### config.mk
export PLATFORM = sky130hd
export DESIGN_NAME = mips_cpu_datapath_core
export DESIGN_NICKNAME = d
export VERILOG_FILES = /design/src/rtl/mips_cpu_pkg.sv /design/src/rtl/mips_cpu_regfile.sv /design/src/rtl/mips_cpu_datapath_core.sv
export SDC_FILE = /design/constraint.sdc
export NUM_CORES = 2
export LEC_CHECK = 0
export CAP_MARGIN = 20
export CORE_MARGIN = 3
export CORE_UTILIZATION = 50
export DETAILED_ROUTE_END_ITERATION = 16
export GPL_TIMING_DRIVEN = 0
export PLACE_DENSITY = 0.7
export SYNTH_ARGS = -nofsm -noshare
export SYNTH_HDL_FRONTEND = slang
export SYNTH_HIERARCHICAL = 1
export SYNTH_SLANG_ARGS = --single-unit
### constraint.sdc
create_clock -name clk -period 6.51 [get_ports clk]
set_clock_uncertainty 0.15 [all_clocks]
set_input_delay 1.302 -clock clk [delete_from_list [all_inputs] [get_ports clk]]
set_output_delay 1.302 -clock clk [all_outputs]
set_load 0.01 [all_outputs]
### src/rtl/mips_cpu_pkg.sv
// Shared types and constants for the multicycle MIPS datapath core.
package mips_cpu_pkg;

    typedef enum logic [3:0] {
        ALU_AND  = 4'b0000,
        ALU_OR   = 4'b0001,
        ALU_XOR  = 4'b0010,
        ALU_NOR  = 4'b0011,
        ALU_ADD  = 4'b0100,
        ALU_SUB  = 4'b0101,
        ALU_SLT  = 4'b0110,
        ALU_SLTU = 4'b0111,
        ALU_SLL  = 4'b1000,
        ALU_SRL  = 4'b1001,
        ALU_SRA  = 4'b1010,
        ALU_SLLV = 4'b1011,
        ALU_SRLV = 4'b1100,
        ALU_SRAV = 4'b1101,
        ALU_LUI  = 4'b1110,
        ALU_NONE = 4'b1111
    } alu_op_t;

    typedef enum logic [2:0] {
        HILO_NONE  = 3'b000,
        HILO_MULT  = 3'b001,
        HILO_MULTU = 3'b010,
        HILO_DIV   = 3'b011,
        HILO_DIVU  = 3'b100,
        HILO_MTHI  = 3'b101,
        HILO_MTLO  = 3'b110
    } hilo_op_t;

    localparam logic [4:0] REG_ZERO = 5'd0;
    localparam logic [4:0] REG_V0   = 5'd2;
    localparam logic [4:0] REG_RA   = 5'd31;

endpackage

### src/rtl/mips_cpu_regfile.sv
// 32x32 register file: two async read ports, one sync write port, $0 hardwired,
// live tap of register V0_INDEX. Reads have no write bypass.
module mips_cpu_regfile
    import mips_cpu_pkg::*;
#(
    parameter int         DATA_W   = 32,
    parameter logic [4:0] V0_INDEX = REG_V0
) (
    input  logic              clk,
    input  logic              reset,
    input  logic              write_enable,
    input  logic [4:0]        write_addr,
    input  logic [DATA_W-1:0] write_data,
    input  logic [4:0]        read_addr_a,
    output logic [DATA_W-1:0] read_data_a,
    input  logic [4:0]        read_addr_b,
    output logic [DATA_W-1:0] read_data_b,
    output logic [DATA_W-1:0] register_v0
);

    logic [DATA_W-1:0] regs [32];

    always_ff @(posedge clk) begin
        if (reset) begin
            for (int i = 0; i < 32; i++) regs[i] <= '0;
        end else if (write_enable && write_addr != REG_ZERO) begin
            regs[write_addr] <= write_data;
        end
    end

    assign read_data_a = (read_addr_a == REG_ZERO) ? '0 : regs[read_addr_a];
    assign read_data_b = (read_addr_b == REG_ZERO) ? '0 : regs[read_addr_b];
    assign register_v0 = (V0_INDEX == REG_ZERO)    ? '0 : regs[V0_INDEX];

endmodule

### src/rtl/mips_cpu_datapath_core.sv
// Execute/storage core: register file plus combinational ALU.
// Define MIPS_CPU_HILO_EN to add HI/LO multiply/divide registers and their ports.
module mips_cpu_datapath_core
    import mips_cpu_pkg::*;
#(
    parameter int         DATA_W   = 32,
    parameter logic [4:0] V0_INDEX = REG_V0
) (
    input  logic              clk,
    input  logic              reset,
    input  logic [3:0]        alu_control,
    input  logic [DATA_W-1:0] alu_a,
    input  logic [DATA_W-1:0] alu_b,
    input  logic [4:0]        alu_sa,
    output logic [DATA_W-1:0] alu_r,
    output logic              alu_zero,
    input  logic              rf_write_enable,
    input  logic [4:0]        rf_write_addr,
    input  logic [DATA_W-1:0] rf_write_data,
    input  logic [4:0]        rf_read_addr_a,
    output logic [DATA_W-1:0] rf_read_data_a,
    input  logic [4:0]        rf_read_addr_b,
    output logic [DATA_W-1:0] rf_read_data_b,
`ifdef MIPS_CPU_HILO_EN
    input  logic [2:0]        hilo_op,
    output logic [DATA_W-1:0] hi,
    output logic [DATA_W-1:0] lo,
`endif
    output logic [DATA_W-1:0] register_v0
);

    mips_cpu_regfile #(.DATA_W(DATA_W), .V0_INDEX(V0_INDEX)) u_regfile (
        .clk          (clk),
        .reset        (reset),
        .write_enable (rf_write_enable),
        .write_addr   (rf_write_addr),
        .write_data   (rf_write_data),
        .read_addr_a  (rf_read_addr_a),
        .read_data_a  (rf_read_data_a),
        .read_addr_b  (rf_read_addr_b),
        .read_data_b  (rf_read_data_b),
        .register_v0  (register_v0)
    );

    logic [4:0] var_sa;
    assign var_sa = alu_a[4:0];

    always_comb begin
        alu_r = '0;
        case (alu_op_t'(alu_control))
            ALU_AND:  alu_r = alu_a & alu_b;
            ALU_OR:   alu_r = alu_a | alu_b;
            ALU_XOR:  alu_r = alu_a ^ alu_b;
            ALU_NOR:  alu_r = ~(alu_a | alu_b);
            ALU_ADD:  alu_r = alu_a + alu_b;
            ALU_SUB:  alu_r = alu_a - alu_b;
            ALU_SLT:  alu_r = {{(DATA_W-1){1'b0}}, $signed(alu_a) < $signed(alu_b)};
            ALU_SLTU: alu_r = {{(DATA_W-1){1'b0}}, alu_a < alu_b};
            ALU_SLL:  alu_r = alu_b << alu_sa;
            ALU_SRL:  alu_r = alu_b >> alu_sa;
            ALU_SRA:  alu_r = $signed(alu_b) >>> alu_sa;
            ALU_SLLV: alu_r = alu_b << var_sa;
            ALU_SRLV: alu_r = alu_b >> var_sa;
            ALU_SRAV: alu_r = $signed(alu_b) >>> var_sa;
            ALU_LUI:  alu_r = {alu_b[15:0], 16'h0000};
            ALU_NONE: alu_r = '0;
            default:  alu_r = '0;
        endcase
    end

    assign alu_zero = (alu_r == '0);

`ifdef MIPS_CPU_HILO_EN
    logic [2*DATA_W-1:0] prod_s, prod_u;
    logic [DATA_W-1:0]   quot_s, rem_s, quot_u, rem_u;
    logic                div_by_zero;

    assign prod_s = $signed({{DATA_W{alu_a[DATA_W-1]}}, alu_a}) *
                    $signed({{DATA_W{alu_b[DATA_W-1]}}, alu_b});
    assign prod_u = {{DATA_W{1'b0}}, alu_a} * {{DATA_W{1'b0}}, alu_b};
    assign div_by_zero = (alu_b == '0);
    // Operand guard keeps the dividers from seeing zero; results are discarded then anyway.
    assign quot_s = div_by_zero ? '0 : $signed(alu_a) / $signed(alu_b);
    assign rem_s  = div_by_zero ? '0 : $signed(alu_a) % $signed(alu_b);
    assign quot_u = div_by_zero ? '0 : alu_a / alu_b;
    assign rem_u  = div_by_zero ? '0 : alu_a % alu_b;

    always_ff @(posedge clk) begin
        if (reset) begin
            hi <= '0;
            lo <= '0;
        end else begin
            case (hilo_op_t'(hilo_op))
                HILO_MULT:  {hi, lo} <= prod_s;
                HILO_MULTU: {hi, lo} <= prod_u;
                HILO_DIV:   if (!div_by_zero) begin lo <= quot_s; hi <= rem_s; end
                HILO_DIVU:  if (!div_by_zero) begin lo <= quot_u; hi <= rem_u; end
                HILO_MTHI:  hi <= alu_a;
                HILO_MTLO:  lo <= alu_a;
                default:    ;
            endcase
        end
    end
`endif

endmodule

==> run_results.csv <==
group,metric,value,unit
timing,period_needed,7.95,ns
yosys,synthArstFlopShare,0,%
cts,clock-sinks,1024,
timing,drv_slew,0,
yosys,synth_edf_count,1024,
place,dpl_cell_area,0.0716,mm^2
global_routing,grt_max_degree,33,
routing,route.detailed.drc,0,
cts,clockBufferDepth,3,
yosys,syn_area,0.0662,mm^2
timing,setup_viol,31,
floorplan,die_height,370,um
global_routing,grt_pass1_vias,53500,
floorplan,die_w,370,um
min_path,hp-class,"in2reg",
finish,final.fill_count,10200,
cts,root_buffer,"clkbuf_16",
finish,seqCellArea,0.0307,mm^2
routing,ant_nets,0,
routing,detail_route.first_pass.iterations,7,
floorplan,dieArea,0.137,mm^2
finish,syn_to_final_growth,21.5,%
routing,totalWireLength,321000,um
cts,clk_pin_slew,0.06,ns
timing,post-route-period-util,122,%
yosys,ys_seq_area_share,46.5,%
routing,vias,56700,
min_path,hold_depth,2,
finish,top_register,"u_regfile/regs",
worst_setup_path,cp.required,5.06,ns
global_routing,antenna_found_initial,19,
timing,hold_viol_final,0,
worst_setup_path,worstPathArrival,6.50,ns
worst_setup_path,critPathMaxFanout,6,
timing,fin_ws,-1.44,ns
worst_setup_path,crit_type,"in2out",
floorplan,core-area,0.130,mm^2
cts,htree_levels,3,
power_and_ir_drop,cellLeakagePower,28.7,nW
finish,largest_reg_flops,1024,
cts,cts_tree,"yes",
run_status,status,"complete, but fails checks",
yosys,yosysWarnings,6,
timing,rsz0062_at_grt,"true",
place,gp_congestion,1.15,
yosys,synth_area_per_cell,12.4,um^2
global_routing,grt_pass1_wl,433000,um
flow_run,drv_cap,0,
min_path,worstHoldStart,"rf_write_data[5]",
floorplan,rows,132,
timing,relSlewSlack,15.0,%
timing,worstMarginPinSlew,1.28,ns
finish,multi_input_area,0.0353,mm^2
floorplan,start_util,50.7,%
power_and_ir_drop,vdd_drop_max,0.000246,V
place,port_buffers,244,
finish,reg.largest.list,"u_regfile/regs: 1024 flops",
place,dp_cells,7374,
yosys,ys_seq_elements,1024,
finish,final-instance-count-excl-fill,7789,
place,hpwl,233000,um
yosys,synthDistinctLibCells,90,
min_path,min_to,"u_regfile/regs[5][5]",
routing,vias_per_cell,7.29,
global_routing,grt_use_total,45.8,%
power_and_ir_drop,power.density,227,mW/mm^2
finish,final_util,61.6,%
yosys,synth_flop_cell,"edfxtp_1",
routing,wire_per_inst,41.2,um
finish,nNetsFinal,6171,
routing,drt_iter0_drc,11600,
timing,fmax,126,MHz
floorplan,ios,252,
global_routing,grt.overflow.total,0,
yosys,netlist_instances,5330,
cts,cts_buffers,106,
worst_setup_path,worstSetupStartpointType,"input port",
run_status,violations,"negative setup slack",
finish,layout-drive-gt1-share,27.9,%
finish,design_area,0.0804,mm^2
timing,whs,1.29,ns
worst_setup_path,end_kind,"output port",
stage by stage:
stage          worst slack, ns  TNS (ns)  power (mW)
2_1_floorplan          0.00350         0        9.87
3_3_place_gp             -4.07    -89.16        11.6
3_5_place_dp             -4.08    -80.47        11.6
4_1_cts                  -1.61     -2.15        17.9
5_1_grt                  -1.36     -2.84        18.6
6_report                 -1.44     -4.64        18.3
cell type report:
| type | instances | share of cell area, % |
|---|---|---|
| multi-input combinational | 3683 | 43.9 |
| sequential | 1024 | 38.2 |
| timing repair buffer | 495 | 6.10 |
| buffer | 540 | 4.17 |
| clock buffer | 122 | 3.40 |
| tap | 1742 | 2.71 |
| clock inverter | 67 | 0.789 |
| inverter | 99 | 0.652 |
| antenna | 17 | 0.0529 |
layout by cell type, fill, tap and decap left out, types with 35 or more instances in the layout:
cell type / instances
a211oi_1: 68
a21oi_1: 114
a22o_1: 57
a22oi_1: 40
and2_1: 1008
buf_2: 87
buf_4: 227
buf_6: 61
clkbuf_1: 263
clkbuf_16: 127
clkbuf_2: 83
clkdlybuf4s50_1: 170
clkinvlp_4: 35
edfxtp_1: 1024
ha_1: 63
inv_1: 55
mux2_2: 44
mux2i_1: 278
mux4_2: 480
nand2_1: 175
nand3_1: 46
nor2_1: 181
nor3_1: 82
o211ai_1: 37
o21ai_0: 77
o221ai_1: 38
o22ai_1: 103
or2_2: 40
what timing repair did:
action | CTS | global route
setup endpoints to repair | 90 | 65
buffers inserted | 138 | 82
hold buffers | 0 | 0
cloned | 1 | 1
gates resized for setup | 848 | 267
pin swaps | 70 | 73
logic make-up after synthesis:
family                   after synthesis  share of synthesized area, %
buffers and inverters                654                          4.24
XOR/XNOR                              26                         0.344
flip-flops                          1024                          46.5
adder cells (fa/ha/maj)               99                          1.89
multiplexers                         852                          22.1
AO/OA/AOI/OAI                        933                          10.0
other                                  1                       0.00567
AND/OR/NAND/NOR                     1741                          14.9
report_power, final:
| group | leakage [nW] | switching, mW | internal [mW] |
|---|---|---|---|
| Clock | 1.64 | 2.67 | 3.33 |
| Combinational | 17.3 | 2.70 | 1.74 |
| Sequential | 9.75 | 0.217 | 7.62 |
worst max-delay path by stage:
stage	startpoint	endpoint	slack, ns	cells past startpoint
3_5_place_dp	alu_b[14]	alu_zero	-4.08	18
6_report	alu_control[1]	alu_zero	-1.44	17
2_1_floorplan	alu_b[14]	alu_zero	0.003	16
5_1_grt	alu_a[1]	alu_zero	-1.36	17
4_1_cts	alu_b[24]	alu_zero	-1.61	16
3_3_place_gp	alu_b[14]	alu_zero	-4.07	18
synth_stat cells (all sizes together), types with 12 or more instances:
cell	number	area [um^2]
a2111oi	50	438
a211oi	97	733
a21o	18	135
a21oi	145	726
a221oi	40	350
a22o	59	517
a22oi	47	358
a31oi	47	300
and2	1009	6310
and3	16	100
buf	163	965
clkbuf	392	1470
edfxtp	1024	30700
ha	97	1210
inv	97	364
mux2	46	522
mux2i	326	3290
mux4	480	10800
nand2	175	657
nand2b	33	206
nand3	54	270
nor2	199	749
nor2b	24	150
nor3	105	526
nor4	20	131
o211ai	37	278
o21ai	102	510
o21bai	12	90.1
o221ai	46	403
o22ai	106	663
o31ai	18	135
or2	40	250
xnor2	25	219
critical path, cell delays in order:
cell and delay (ns):
buf_8 0.08, buf_8 0.12, nand4b_4 0.17, buf_8 0.19, mux2i_4 0.19, buf_6 0.17
mux2i_2 0.16, mux4_2 0.54, a222oi_1 0.61, o21ai_1 0.17, a21oi_2 0.34, a31oi_4 0.19
or4_4 0.54, or4_4 0.54, or4_4 0.55, nor4_4 0.40, buf_2 0.23
metal layers:
layer / GRT usage, % / part of all wire (%) / up-vias
met5: 0 / 0.042 / -
met4: 29.6 / 8.5 / 14
li1: - / - / 21800
met1: 59.5 / 34 / 28200
met2: 64.1 / 41 / 5514
met3: 17.6 / 16 / 1166
Power figures use the tool's default switching activity.
